--- src/rtl/cam_pkg.sv ---
// Shared types and constants for the OV7670 frame-capture path.
//   cam_state_e  : capture sequencer state encoding
//   PIXEL_W      : RGB565 pixel width
//   CNT_W        : width of the per-frame x/y pixel and line counters
//   VGA_H_ACTIVE / VGA_V_ACTIVE : default active raster, shared with HDMI_VPG
//   sat_inc()    : saturating counter increment
package cam_pkg;

    typedef enum logic [2:0] {
        StIdle,
        StArm,
        StSync,
        StCapture,
        StDone
    } cam_state_e;

    localparam int unsigned PIXEL_W      = 16;
    localparam int unsigned CNT_W        = 16;
    localparam int unsigned VGA_H_ACTIVE = 640;
    localparam int unsigned VGA_V_ACTIVE = 480;

    // Counters stick at all-ones so an over-long line or frame can never wrap
    // back into the kept window.
    function automatic logic [CNT_W-1:0] sat_inc(input logic [CNT_W-1:0] v);
        return (v == '1) ? v : v + 1'b1;
    endfunction

endpackage

--- src/rtl/cam_byte_packer.sv ---
// Assembles RGB565 pixels from the camera byte stream.
// Ports:
//   clk, reset : camera PCLK, synchronous active-high reset
//   enable     : sample bytes (sequencer is in CAPTURE)
//   clear      : restart at byte phase 0 (entering CAPTURE)
//   href, data : camera byte qualifier and byte bus
//   pix_valid  : completion strobe, same cycle as the second byte is sampled
//   pix_data   : completed pixel, first byte in [15:8]; valid with pix_valid
//   line_end   : href falling edge while enabled
module cam_byte_packer
    import cam_pkg::*;
(
    input  logic               clk,
    input  logic               reset,
    input  logic               enable,
    input  logic               clear,
    input  logic               href,
    input  logic [7:0]         data,
    output logic               pix_valid,
    output logic [PIXEL_W-1:0] pix_data,
    output logic               line_end
);

    logic       href_q;
    logic       phase_q, phase_d;
    logic [7:0] hi_q, hi_d;

    always_ff @(posedge clk) begin
        if (reset) begin
            href_q  <= 1'b0;
            phase_q <= 1'b0;
            hi_q    <= 8'h00;
        end else begin
            href_q  <= href;
            phase_q <= phase_d;
            hi_q    <= hi_d;
        end
    end

    always_comb begin
        phase_d   = phase_q;
        hi_d      = hi_q;
        pix_valid = 1'b0;
        pix_data  = {hi_q, data};
        line_end  = enable && href_q && !href;
        if (clear) begin
            phase_d = 1'b0;
        end else if (enable) begin
            if (href) begin
                if (!phase_q) begin
                    hi_d    = data;
                    phase_d = 1'b1;
                end else begin
                    pix_valid = 1'b1;
                    phase_d   = 1'b0;
                end
            end else if (href_q) begin
                // An odd trailing byte is abandoned at end of line.
                phase_d = 1'b0;
            end
        end
    end

endmodule

--- src/rtl/cam_capture_ctrl.sv ---
// OV7670 frame-capture sequencer: arms on start, aligns to VSYNC, packs byte
// pairs into RGB565 pixels and writes them with linear addresses to a frame
// buffer over a valid/ready handshake.
// Optional build macro: CAM_DECIMATE_EN (2:1 decimation in both axes).
// Ports:
//   clk, reset          : camera PCLK, synchronous active-high reset
//   start               : capture request, honoured only in IDLE
//   continuous          : re-arm after each frame (sampled in DONE)
//   cam_vsync, cam_href : camera sync (pre-synchronised) and byte qualifier
//   cam_data            : camera byte bus
//   wr_valid, wr_ready  : frame-buffer write handshake
//   wr_addr, wr_data    : linear pixel address and RGB565 pixel
//   busy                : sequencer not IDLE
//   frame_done          : one-cycle pulse in DONE
//   frame_err           : sticky, last frame's line count != V_ACTIVE
//   overflow            : sticky, a pixel was dropped under backpressure
module cam_capture_ctrl
    import cam_pkg::*;
#(
    parameter int unsigned H_ACTIVE    = VGA_H_ACTIVE,
    parameter int unsigned V_ACTIVE    = VGA_V_ACTIVE,
    parameter int unsigned ADDR_W      = 19,
    parameter bit          VS_ACT_HIGH = 1'b1
) (
    input  logic               clk,
    input  logic               reset,
    input  logic               start,
    input  logic               continuous,
    input  logic               cam_vsync,
    input  logic               cam_href,
    input  logic [7:0]         cam_data,
    output logic               wr_valid,
    input  logic               wr_ready,
    output logic [ADDR_W-1:0]  wr_addr,
    output logic [PIXEL_W-1:0] wr_data,
    output logic               busy,
    output logic               frame_done,
    output logic               frame_err,
    output logic               overflow
);

    localparam logic [CNT_W-1:0] H_LIM = CNT_W'(H_ACTIVE);
    localparam logic [CNT_W-1:0] V_LIM = CNT_W'(V_ACTIVE);

    cam_state_e state_q, state_d;

    logic               vs_act;
    logic               enter_cap;
    logic               capturing;
    logic               pix_valid;
    logic [PIXEL_W-1:0] pix_data;
    logic               line_end;
    logic               keep;
    logic [CNT_W-1:0]   lines_kept;

    logic [CNT_W-1:0]   x_q, x_d;
    logic [CNT_W-1:0]   y_q, y_d;
    logic               line_pix_q, line_pix_d;
    logic [ADDR_W-1:0]  addr_q, addr_d;
    logic               wr_valid_q, wr_valid_d;
    logic [ADDR_W-1:0]  wr_addr_q, wr_addr_d;
    logic [PIXEL_W-1:0] wr_data_q, wr_data_d;
    logic               frame_err_q, frame_err_d;
    logic               overflow_q, overflow_d;

    assign vs_act    = VS_ACT_HIGH ? cam_vsync : !cam_vsync;
    assign capturing = (state_q == StCapture);
    assign enter_cap = (state_q == StSync) && !vs_act;

    cam_byte_packer u_packer (
        .clk       (clk),
        .reset     (reset),
        .enable    (capturing),
        .clear     (enter_cap),
        .href      (cam_href),
        .data      (cam_data),
        .pix_valid (pix_valid),
        .pix_data  (pix_data),
        .line_end  (line_end)
    );

    // x/y count source pixels and source lines; keep selects what is written.
`ifdef CAM_DECIMATE_EN
    assign keep = !x_q[0] && !y_q[0] && ((x_q >> 1) < H_LIM) && ((y_q >> 1) < V_LIM);
    assign lines_kept = (y_q + 1'b1) >> 1;
`else
    assign keep = (x_q < H_LIM) && (y_q < V_LIM);
    assign lines_kept = y_q;
`endif

    always_comb begin
        state_d = state_q;
        unique case (state_q)
            StIdle:    if (start)      state_d = StArm;
            StArm:     if (vs_act)     state_d = StSync;
            StSync:    if (!vs_act)    state_d = StCapture;
            StCapture: if (vs_act)     state_d = StDone;
            StDone:    state_d = continuous ? StArm : StIdle;
            default:   state_d = StIdle;
        endcase
    end

    always_comb begin
        x_d         = x_q;
        y_d         = y_q;
        line_pix_d  = line_pix_q;
        addr_d      = addr_q;
        wr_valid_d  = wr_valid_q;
        wr_addr_d   = wr_addr_q;
        wr_data_d   = wr_data_q;
        frame_err_d = frame_err_q;
        overflow_d  = overflow_q;

        // Acceptance first so a same-cycle completion can reload the register.
        if (wr_valid_q && wr_ready) begin
            wr_valid_d = 1'b0;
        end

        if (enter_cap) begin
            x_d         = '0;
            y_d         = '0;
            line_pix_d  = 1'b0;
            addr_d      = '0;
            frame_err_d = 1'b0;
            overflow_d  = 1'b0;
        end

        if (capturing) begin
            if (line_end) begin
                if (line_pix_q) begin
                    y_d = sat_inc(y_q);
                end
                x_d        = '0;
                line_pix_d = 1'b0;
            end
            if (pix_valid) begin
                x_d        = sat_inc(x_q);
                line_pix_d = 1'b1;
                if (keep) begin
                    addr_d = addr_q + 1'b1;
                    if (!wr_valid_q || wr_ready) begin
                        wr_valid_d = 1'b1;
                        wr_addr_d  = addr_q;
                        wr_data_d  = pix_data;
                    end else begin
                        overflow_d = 1'b1;
                    end
                end
            end
        end

        if (state_q == StDone) begin
            frame_err_d = (lines_kept != V_LIM);
        end
    end

    always_ff @(posedge clk) begin
        if (reset) begin
            state_q     <= StIdle;
            x_q         <= '0;
            y_q         <= '0;
            line_pix_q  <= 1'b0;
            addr_q      <= '0;
            wr_valid_q  <= 1'b0;
            wr_addr_q   <= '0;
            wr_data_q   <= '0;
            frame_err_q <= 1'b0;
            overflow_q  <= 1'b0;
        end else begin
            state_q     <= state_d;
            x_q         <= x_d;
            y_q         <= y_d;
            line_pix_q  <= line_pix_d;
            addr_q      <= addr_d;
            wr_valid_q  <= wr_valid_d;
            wr_addr_q   <= wr_addr_d;
            wr_data_q   <= wr_data_d;
            frame_err_q <= frame_err_d;
            overflow_q  <= overflow_d;
        end
    end

    assign wr_valid   = wr_valid_q;
    assign wr_addr    = wr_addr_q;
    assign wr_data    = wr_data_q;
    assign busy       = (state_q != StIdle);
    assign frame_done = (state_q == StDone);
    assign frame_err  = frame_err_q;
    assign overflow   = overflow_q;

endmodule
--- config.mk ---
export PLATFORM = sky130hd
export DESIGN_NAME = cam_capture_ctrl
export DESIGN_NICKNAME = d
export VERILOG_FILES = /design/src/rtl/cam_pkg.sv /design/src/rtl/cam_byte_packer.sv /design/src/rtl/cam_capture_ctrl.sv
export SDC_FILE = /design/constraint.sdc
export NUM_CORES = 1
export LEC_CHECK = 0
export CORE_MARGIN = 1
export CORE_UTILIZATION = 58
export CTS_BUF_LIST = sky130_fd_sc_hd__clkbuf_8
export DETAILED_ROUTE_END_ITERATION = 7
export PLACE_DENSITY = 0.82
export REMOVE_ABC_BUFFERS = 1
export SYNTH_ARGS = -nofsm -noshare
export SYNTH_HDL_FRONTEND = slang
export SYNTH_SLANG_ARGS = --single-unit
--- constraint.sdc ---
create_clock -name clk -period 2.4 [get_ports clk]
set_input_delay 0.36 -clock clk [delete_from_list [all_inputs] [get_ports clk]]
set_output_delay 0.36 -clock clk [all_outputs]
set_load 0.02 [all_outputs]
==> results.sh <==
export IMPL_hp_class="reg -> reg"
export IMPL_antenna_found_initial=0
export IMPL_total_power_w=0.00293
export IMPL_maxSlewViolCount=0
export IMPL_fmax_mhz=436
export IMPL_crit_chain="buf_4, nor2_1, nand2_1, inv_1, clkdlybuf4s50_1"
export IMPL_avgSynthCellArea_sq_um=8.63
export IMPL_cts_root_buf="clkbuf_8"
export IMPL_via_count=4404
export IMPL_clk_path_buf_depth=2
export IMPL_synthAdderAreaFrac=0.0106
export IMPL_insertion_delay_ns=0.37
export IMPL_start_util=0.605
export IMPL_synth_top_family_by_area="simple AND/OR/NAND/NOR gates"
export IMPL_cts_sinks=103
export IMPL_core_area_sq_mm=0.00781
export IMPL_synthMuxAreaShare=0.105
export IMPL_pin_count=55
export IMPL_gp_congestion=0.916
export IMPL_seq_area_frac_synth=0.436
export IMPL_min_period_over_period=0.956
export IMPL_synth_area_leaders="dfxtp_1 (44%), mux2i_1 (9.5%), nor2_1 (6.0%), nand2_1 (3.7%), nand3_1 (2.8%)"
export IMPL_die_h_microns=92.3
export IMPL_overflow=0
export IMPL_worst_path_stages=5
export IMPL_drt_pass1_iterations=5
export IMPL_r2r_cells=8
export IMPL_synthSimpleGateAreaFrac=0.276
export IMPL_rsz0062_at_grt="false"
export IMPL_worstPathArrival_ns=1.94
export IMPL_ys_flop_type="dfxtp_1"
export IMPL_area_delta_synth_final_pct=22.6
export IMPL_synth_seq_cells=103
export IMPL_num_nets_final=640
export IMPL_start_kind="register"
export IMPL_grt_met3_usage=0.0705
export IMPL_mostFrequentLayoutCells="dfxtp_1 (103), nor2_1 (76), clkdlybuf4s50_1 (53)"
export IMPL_slowest_stage="clkdlybuf4s50_1"
export IMPL_syn_area_sq_mm=0.00473
export IMPL_synth_compound_area_frac=0.126
export IMPL_hold_slack_ns=0.482
export IMPL_clkTransAtPathRegs_ns=0.10
export IMPL_grt_pass1_vias=4101
export IMPL_crit_required_ns=2.04
export IMPL_layout_drive_gt1_share=0.109
export IMPL_wl_per_cell_microns=15.8
export IMPL_fill_cells=579
export IMPL_setup_viol=0
export IMPL_via_per_inst=6.05
export IMPL_rows=32
export IMPL_cts_setup_buffers=0
export IMPL_ys_async_sr_fraction=0
export IMPL_yosysUniqueCellTypes=55
export IMPL_busiest_layer="met2"
export IMPL_mostFrequentLayoutCell="dfxtp_1"
export IMPL_relSlewSlack=0.590
export IMPL_p_per_area_mw_per_mm2=506
export IMPL_netlist_area_leader_share=0.436
export IMPL_die_width_microns=92.3
export IMPL_leakage_nw=1.98
export IMPL_cts_max_level=3
export IMPL_worst_clock_skew_ns=0.0171
export IMPL_drtIter0Drc=236
export IMPL_met1_usage=0.352
export IMPL_drtAntennaViolNets=0
export IMPL_cts_resized=0
export IMPL_drc_errors=0
export IMPL_cts_buffers=9
export IMPL_antenna_diode_count=0
export IMPL_synth_top_cell_by_area="dfxtp_1"
export IMPL_finalCriticalPeriod_ns=2.30
export IMPL_syn_inst=548
export IMPL_synthXorXnorAreaFrac=0.0130
export IMPL_grt_total_usage=0.278
export IMPL_worstMarginPinSlew_ns=0.610
export IMPL_ir_drop_uv=444
export IMPL_die_area_sq_mm=0.00851
export IMPL_cp_end_kind="output port"
export IMPL_crit_family="buffers and inverters"
export IMPL_synth_edf_count=0
export IMPL_hold_buffers=0
export IMPL_crit_buf_inv=3
export IMPL_grt_max_degree=43
export IMPL_finalHoldViolations=0
export IMPL_yosys_warnings=0
export IMPL_crit_fanout=9
export IMPL_io_buffer_count=54
export IMPL_max_cap_viol_count=0
export IMPL_dp_hpwl_microns=8160
export IMPL_crit_type="reg -> out"
export IMPL_met2_usage=0.464
export IMPL_hold_path_cell_count=2
export IMPL_status="completed"
export IMPL_wl_microns=11500
export IMPL_cts_tree="yes"
export IMPL_cpPeakStageDelay_ns=0.59
export IMPL_grt_pass1_wl_microns=19000
-- kinds of logic (layout without fill, tap and decap cells) --
| family | after synthesis | count (layout) |
|---|---|---|
| AO/OA/AOI/OAI | 94 | 94 |
| multiplexers | 49 | 49 |
| flip-flops | 103 | 103 |
| adder cells (fa/ha/maj) | 4 | 4 |
| AND/OR/NAND/NOR | 254 | 254 |
| XOR/XNOR | 7 | 7 |
| buffers and inverters | 37 | 115 |
-- cells in the mapped netlist, types with 3 or more instances --
master / n
dfxtp_1: 103
nor2_1: 76
nand2_1: 47
mux2i_1: 45
nand3_1: 26
a21oi_1: 24
o21ai_0: 23
nand4_1: 20
nor3_1: 20
clkbuf_1: 19
inv_1: 10
nor4_1: 10
o31ai_1: 10
a31oi_1: 9
or3_1: 8
or4_1: 8
and3_1: 7
and4_1: 6
nor2b_1: 5
o211ai_1: 5
a211oi_1: 4
buf_2: 4
ha_1: 4
mux2_2: 4
xor2_1: 4
and2_1: 3
xnor2_1: 3
-- tightest hold or removal path: cells and delay by family (launching register included) --
kind	cells	cell delay [ns]
compound gates	1	0.06
flops	1	0.32
simple gates	1	0.05
-- power breakdown --
group	internal, W	switching [W]	leakage, nW	total, W
Sequential	0.00171	0.00000690	0.830	0.00172
Combinational	0.0000571	0.0000788	1.05	0.000136
Clock	0.000453	0.000623	0.102	0.00108
Total	0.00222	0.000708	1.98	0.00293
-- area by class of cell --
| class | count | area (sq um) | share of cell area |
|---|---|---|---|
| clock buffers | 11 | 151 | 0.0261 |
| clock inverters | 5 | 46.3 | 0.00799 |
| inverters | 10 | 37.5 | 0.00648 |
| multi-input cells | 408 | 2520 | 0.435 |
| flip-flops and latches | 103 | 2060 | 0.356 |
| well taps | 102 | 128 | 0.0220 |
| repair buffers | 89 | 848 | 0.146 |
-- registers in the layout, indices dropped and copies added (netlist names), 3 cells and up --
signal / cells
addr_q: 19
wr_addr: 19
lines_kept: 16
wr_data: 16
x_q: 16
u_packer.hi_q: 8
state_q: 3
-- through the flow --
step | instance area, sq um | util | setup slack, ns | cells | setup TNS [ns]
2_1_floorplan | 4610 | - | -4.04 | 521 | -141.31
6_report | 5800 | 0.742 | 0.105 | 728 | 0
4_1_cts | 5790 | 0.741 | 0.0881 | 728 | 0
3_5_place_dp | 5590 | 0.716 | -0.211 | 712 | -4.97
3_3_place_gp | 5590 | 0.716 | -0.115 | 712 | -3.48
5_1_grt | 5800 | 0.742 | 0.00896 | 728 | 0
-- final timing paths --
check                                             start                       to  slack (ns)
worst max register to register  state_q[2]$_SDFFE_PP0P_  wr_addr[2]$_SDFFE_PP0P_        0.11
worst max-delay path            state_q[0]$_SDFFE_PP0P_               frame_done        0.10
worst min-delay path             frame_err$_SDFFE_PP0P_   frame_err$_SDFFE_PP0P_        0.48
worst min register to register   frame_err$_SDFFE_PP0P_   frame_err$_SDFFE_PP0P_        0.48
-- per-layer routing --
metal | up-vias | share of wire | wire (microns)
li1 | 2148 | - | -
met3 | 23 | 0.064 | 741
met1 | 2085 | 0.43 | 4980
met4 | 0 | 0.016 | 186
met2 | 148 | 0.49 | 5610
met5 | - | 0 | 0
(Power assumes the default switching activity.)
